--- config.mk ---
export PLATFORM = sky130hd
export DESIGN_NAME = fetch_unit
export DESIGN_NICKNAME = d
export VERILOG_FILES = /design/src/rtl/fetch_pkg.sv /design/src/rtl/fetch_fifo.sv /design/src/rtl/fetch_unit.sv
export SDC_FILE = /design/constraint.sdc
export NUM_CORES = 1
export LEC_CHECK = 0
export ABC_AREA = 1
export CAP_MARGIN = 30
export CORE_MARGIN = 1
export CORE_UTILIZATION = 34
export CTS_BUF_LIST = sky130_fd_sc_hd__clkbuf_4 sky130_fd_sc_hd__clkbuf_8 sky130_fd_sc_hd__clkbuf_16
export DETAILED_ROUTE_END_ITERATION = 12
export DONT_BUFFER_PORTS = 1
export GPL_TIMING_DRIVEN = 0
export SYNTH_ARGS = -nofsm -noshare
export SYNTH_HDL_FRONTEND = slang
export SYNTH_SLANG_ARGS = --single-unit
--- constraint.sdc ---
create_clock -name clk -period 4.62 [get_ports clk]
set_input_delay 0.693 -clock clk [delete_from_list [all_inputs] [get_ports clk]]
set_output_delay 0.693 -clock clk [all_outputs]
set_load 0.01 [all_outputs]
--- src/rtl/fetch_pkg.sv ---
// Shared constants, entry layout and helpers for the instruction-fetch front end.
package fetch_pkg;

    localparam logic [31:0] NOP_INSTR = 32'h0000_0013;

    // Default-width layout of a fetch buffer entry; the top rebuilds it at XLEN/ILEN.
    typedef struct packed {
        logic [31:0] pc;
        logic [31:0] instr;
    } fetch_entry_t;

    function automatic logic [31:0] sat_add32(input logic [31:0] a, input logic [31:0] b);
        logic [32:0] sum;
        sum = {1'b0, a} + {1'b0, b};
        return sum[32] ? 32'hFFFF_FFFF : sum[31:0];
    endfunction

endpackage

--- src/rtl/fetch_fifo.sv ---
// Synchronous FIFO of fetch entries; flush empties it and takes priority over push.
module fetch_fifo
    import fetch_pkg::*;
#(
    parameter int  FIFO_DEPTH = 2,
    parameter type entry_t    = fetch_entry_t
) (
    input  logic                        clk,
    input  logic                        rst,
    input  logic                        push,
    input  entry_t                      push_data,
    input  logic                        pop,
    input  logic                        flush,
    output logic [$clog2(FIFO_DEPTH):0] count,
    output entry_t                      head,
    output logic                        empty,
    output logic                        full
);

    localparam int AW = $clog2(FIFO_DEPTH);

    entry_t        mem [FIFO_DEPTH];
    logic [AW-1:0] wr_ptr_q;
    logic [AW-1:0] rd_ptr_q;
    logic [AW:0]   count_q;
    logic          do_push;
    logic          do_pop;

    assign empty   = (count_q == '0);
    assign full    = (count_q == (AW+1)'(FIFO_DEPTH));
    assign do_pop  = pop & ~empty;
    // A full FIFO still accepts a push when the head leaves in the same cycle.
    assign do_push = push & (~full | do_pop);

    // NOTE: sequential state uses non-blocking assignments so every register samples pre-edge values.
    always_ff @(posedge clk) begin
        if (rst || flush) begin
            wr_ptr_q <= '0;
            rd_ptr_q <= '0;
            count_q  <= '0;
        end else begin
            if (do_push) wr_ptr_q <= wr_ptr_q + AW'(1);
            if (do_pop)  rd_ptr_q <= rd_ptr_q + AW'(1);
            count_q <= count_q + (AW+1)'(do_push) - (AW+1)'(do_pop);
        end
    end

    // NOTE: storage is deliberately not reset; the pointers and count alone decide which words are valid.
    always_ff @(posedge clk) begin
        if (do_push && !flush && !rst) mem[wr_ptr_q] <= push_data;
    end

    assign head  = mem[rd_ptr_q];
    assign count = count_q;

endmodule

--- src/rtl/fetch_unit.sv ---
// Instruction-fetch front end: PC, credit-based imem issue, tagged fetch buffer, redirect/flush.
// Optional perf counters (perf_fetched/perf_flushed) are built when FETCH_PERF_EN is defined.
module fetch_unit
    import fetch_pkg::*;
#(
    parameter int               XLEN       = 32,
    parameter int               ILEN       = 32,
    parameter int               IMEM_DEPTH = 256,
    parameter int               FIFO_DEPTH = 2,
    parameter logic [XLEN-1:0]  RESET_PC   = '0
) (
    input  logic                          clk,
    input  logic                          rst,
    input  logic                          redirect_valid,
    input  logic [XLEN-1:0]               redirect_pc,
    output logic                          imem_req,
    output logic [$clog2(IMEM_DEPTH)-1:0] imem_addr,
    input  logic [ILEN-1:0]               imem_rdata,
    output logic                          out_valid,
    input  logic                          out_ready,
    output logic [ILEN-1:0]               out_instr,
    output logic [XLEN-1:0]               out_pc
`ifdef FETCH_PERF_EN
    ,
    output logic [31:0]                   perf_fetched,
    output logic [31:0]                   perf_flushed
`endif
);

    localparam int AW = $clog2(IMEM_DEPTH);
    localparam int CW = $clog2(FIFO_DEPTH) + 1;

    typedef struct packed {
        logic [XLEN-1:0] pc;
        logic [ILEN-1:0] instr;
    } entry_t;

    logic [XLEN-1:0] pc_q, pc_d;
    logic [XLEN-1:0] tag_q, tag_d;
    logic            inflight_q, inflight_d;

    logic [CW-1:0]   count;
    logic [CW:0]     credit;
    logic            empty, full;
    logic            pop, push, issue;
    entry_t          head, push_entry;

    // NOTE: every always_comb output gets a default first so no path leaves a latch behind.
    always_comb begin
        out_valid  = ~empty & ~rst;
        pop        = out_valid & out_ready;
        // Entries held plus the one in flight, minus the one leaving, must leave room for a new word.
        credit     = {1'b0, count} + (CW+1)'(inflight_q) - (CW+1)'(pop);
        issue      = ~rst & ~redirect_valid & (credit < (CW+1)'(FIFO_DEPTH));
        push       = inflight_q & ~redirect_valid & ~rst & (~full | pop);

        pc_d       = pc_q;
        tag_d      = tag_q;
        inflight_d = 1'b0;
        if (redirect_valid) begin
            pc_d = redirect_pc & ~XLEN'(3);
        end else if (issue) begin
            pc_d       = pc_q + XLEN'(4);
            tag_d      = pc_q;
            inflight_d = 1'b1;
        end

        push_entry.pc    = tag_q;
        push_entry.instr = imem_rdata;

        imem_req  = issue;
        imem_addr = pc_q[AW+1:2];
        out_instr = out_valid ? head.instr : ILEN'(NOP_INSTR);
        out_pc    = out_valid ? head.pc : '0;
    end

    always_ff @(posedge clk) begin
        if (rst) begin
            pc_q       <= RESET_PC;
            tag_q      <= '0;
            inflight_q <= 1'b0;
        end else begin
            pc_q       <= pc_d;
            tag_q      <= tag_d;
            inflight_q <= inflight_d;
        end
    end

    fetch_fifo #(
        .FIFO_DEPTH (FIFO_DEPTH),
        .entry_t    (entry_t)
    ) u_fifo (
        .clk       (clk),
        .rst       (rst),
        .push      (push),
        .push_data (push_entry),
        .pop       (pop),
        .flush     (redirect_valid),
        .count     (count),
        .head      (head),
        .empty     (empty),
        .full      (full)
    );

`ifdef FETCH_PERF_EN
    logic [31:0] perf_fetched_q;
    logic [31:0] perf_flushed_q;
    logic [31:0] flushed_now;

    // A pop in the redirect cycle still completes, so it is not counted as discarded.
    assign flushed_now = 32'(count) - 32'(pop) + 32'(inflight_q);

    always_ff @(posedge clk) begin
        if (rst) begin
            perf_fetched_q <= '0;
            perf_flushed_q <= '0;
        end else begin
            perf_fetched_q <= sat_add32(perf_fetched_q, 32'(pop));
            if (redirect_valid) perf_flushed_q <= sat_add32(perf_flushed_q, flushed_now);
        end
    end

    assign perf_fetched = perf_fetched_q;
    assign perf_flushed = perf_flushed_q;
`endif

endmodule

==> results.sh <==
export IMPL_fp_dieW_um=161
export IMPL_maxClockFrequency_ghz=0.237
export IMPL_worst_pin_slew_ns=0.874
export IMPL_syn_area_per_cell_sq_um=9.37
export IMPL_cts_sinks=190
export IMPL_initial_utilization_pct=35.1
export IMPL_gp_congestion=0.852
export IMPL_placed_area_sq_um=9100
export IMPL_end_kind="output pin"
export IMPL_dr_pass1_iters=6
export IMPL_grt_max_degree=63
export IMPL_finalCriticalPeriod_ns=4.23
export IMPL_h_tree_depth=4
export IMPL_cts_buffer_depth=2
export IMPL_ys_ff_latch=190
export IMPL_die_h_um=161
export IMPL_setup_tns_ns=0
export IMPL_cts_clk_slew_worst_paths_ns=0.07
export IMPL_final_hold_violation_count=0
export IMPL_synth_seq_area_share_pct=58.4
export IMPL_peakVddDrop_mv=0.246
export IMPL_viasPerCell=4.61
export IMPL_rows=57
export IMPL_finalSetupViolCount=0
export IMPL_path_class="flip-flop to output pin"
export IMPL_wl_um=20100
export IMPL_drive_gt1_share_pct=14.4
export IMPL_numCtsBuffers=17
export IMPL_fin_crit_sh_pct=91.5
export IMPL_slew_headroom_pct=41.8
export IMPL_clockRootBuffer="clkbuf_16"
export IMPL_drc=0
export IMPL_grt_pass1_wl_um=31800
export IMPL_design_core_area_sq_um=24600
export IMPL_synth_distinct_cells=32
export IMPL_maxSlewViolCount=0
export IMPL_startpoint_type="flip-flop"
export IMPL_synthTopCellsByArea="edfxtp_1, dfxtp_1, nand2_1"
export IMPL_syn_cell_area_sq_um=8630
export IMPL_fin_nets=1016
export IMPL_antenna_found_initial=1
export IMPL_grtUsageTotal_pct=15.9
export IMPL_io_buffers=0
export IMPL_cp_arrival_ns=3.53
export IMPL_grt_pass1_vias=5755
export IMPL_maxCapViolations=0
export IMPL_p_leak_nw=4.00
export IMPL_first_iter_violations=322
export IMPL_multi_input_area_sq_um=2790
export IMPL_pin_count=142
export IMPL_area_growth_pct=12.4
export IMPL_postCtsSetupRepairBufs=0
export IMPL_rsz0062_at_grt="false"
export IMPL_critPathMaxFanout=10
export IMPL_ctsHoldBuffers=0
export IMPL_status="finished clean"
export IMPL_clock_latency_ns=0.43
export IMPL_gr_total_overflow=0
export IMPL_avgRoutedWirePerCell_um=15.7
export IMPL_critPathRequiredTime_ns=3.93
export IMPL_skew_ns=0.0111
export IMPL_synth_top_area_cell="edfxtp_1"
export IMPL_hold_class="input pin to flip-flop"
export IMPL_final_area_sq_um=9700
export IMPL_cts_tree="built"
export IMPL_fill_cells=2483
export IMPL_cts_resized=0
export IMPL_seq_area_sq_um=5040
export IMPL_drtAntennaViolNets=0
export IMPL_power_per_cell_area_nw_per_um2=368
export IMPL_synth_top_area_share_pct=43.1
export IMPL_dp_hpwl_um=14500
export IMPL_synthCells=921
export IMPL_ys_warn_count=0
export IMPL_die_area_sq_um=26000
export IMPL_via_count=5909
layout make-up:
type	count	share of cell area (%)
plain buffers	44	2.53
clock buffers	18	4.64
inverters	150	5.83
flip-flops and latches	190	52.0
well taps	324	4.18
diodes	1	0.0258
multi-input cells	538	28.8
repair buffers	2	0.490
clock inverters	14	1.56
worst paths after layout:
check,startpoint,slack (ns),cells after the start,end
max,u_fifo.count[1],0.39,13,imem_req
min,imem_rdata[1],0.36,0,u_fifo.mem[1][1]
min reg2reg,tag_q[17],0.46,0,u_fifo.mem[1][49]
max reg2reg,u_fifo.count[1],1.28,14,tag_q[12]
layout by cell type (no fill, tap or decap), types with 3 or more instances in the layout:
cell and n:
nand2_1 223, inv_1 144, edfxtp_1 124, nor2_1 88
dfxtp_1 66, nand3_1 60, mux2_2 59, o21ai_0 31
a21oi_1 28, clkbuf_16 18, clkbuf_1 14, nor3_1 13
buf_2 12, buf_4 11, inv_2 5, nor2_2 5
a31oi_1 4, ha_1 4, inv_6 4, buf_1 3
o211ai_1 3, or2_2 3, buf_6 3, xor2_1 3
clkinv_2 3
stage by stage:
step	hold WS (ns)	power [mW]	setup slack (ns)	cells	util [%]
finish	0.355	3.57	0.394	1281	39.4
detailed placement	0.443	2.12	0.731	1248	37.0
global placement	0.429	2.12	-1.80	1246	36.8
CTS	0.339	3.61	0.325	1280	39.4
floorplan	0.420	2.06	0.342	922	-
global route	0.337	3.70	0.0982	1280	39.4
kinds of logic after synthesis:
family | share of synthesized area, %
AO/OA/AOI/OAI | 4.25
multiplexers | 7.70
buffers and inverters | 9.36
flip-flops | 58.4
other | 0.0434
XOR/XNOR | 0.406
AND/OR/NAND/NOR | 19.0
adder cells (fa/ha/maj) | 0.812
critical path: stages (launching register included):
cell and delay [ns]:
dfxtp_1 0.46, inv_1 0.13, a21oi_4 0.36, nand2_1 0.22, inv_1 0.10, ha_1 0.22
or2_2 0.30, fa_1 0.48, inv_1 0.04, nor2_2 0.13, nand2_4 0.10, inv_2 0.09
buf_4 0.17, buf_2 0.30
metal layers:
| metal | GRT usage (%) | wire, um | vias to the layer above |
|---|---|---|---|
| li1 | - | - | 2994 |
| met1 | 19.4 | 8460 | 2731 |
| met2 | 26.5 | 9660 | 171 |
| met5 | 0 | 0 | - |
| met4 | 4.33 | 149 | 0 |
| met3 | 5.86 | 1830 | 13 |
state kept, by name, summed over array words and instances, names as in the netlist, named ones only:
signal           count
tag_q               30
u_fifo.rd_ptr_q      1
u_fifo.mem         124
u_fifo.wr_ptr_q      1
u_fifo.count         2
pc_q                30
inflight_q           1
synthesized netlist by cell type, drive strengths merged:
cell / n
and2: 2
clkbuf: 15
a31oi: 4
nand3: 60
inv: 150
nor3: 13
a21oi: 29
nand4: 2
buf: 29
dfxtp: 66
nand2: 225
nor2: 94
a22oi: 1
xnor2: 1
o21ai: 31
fa: 1
or2: 4
o211ai: 3
edfxtp: 124
xor2: 3
conb: 1
mux2: 59
ha: 4
power by group:
part	internal (mW)	total, mW	switching (mW)
clock	0.838	1.49	0.649
sequential	1.86	1.90	0.0390
combinational	0.0650	0.184	0.119
total	2.76	3.57	0.807
Note: power is estimated with default switching activity, not from simulation.
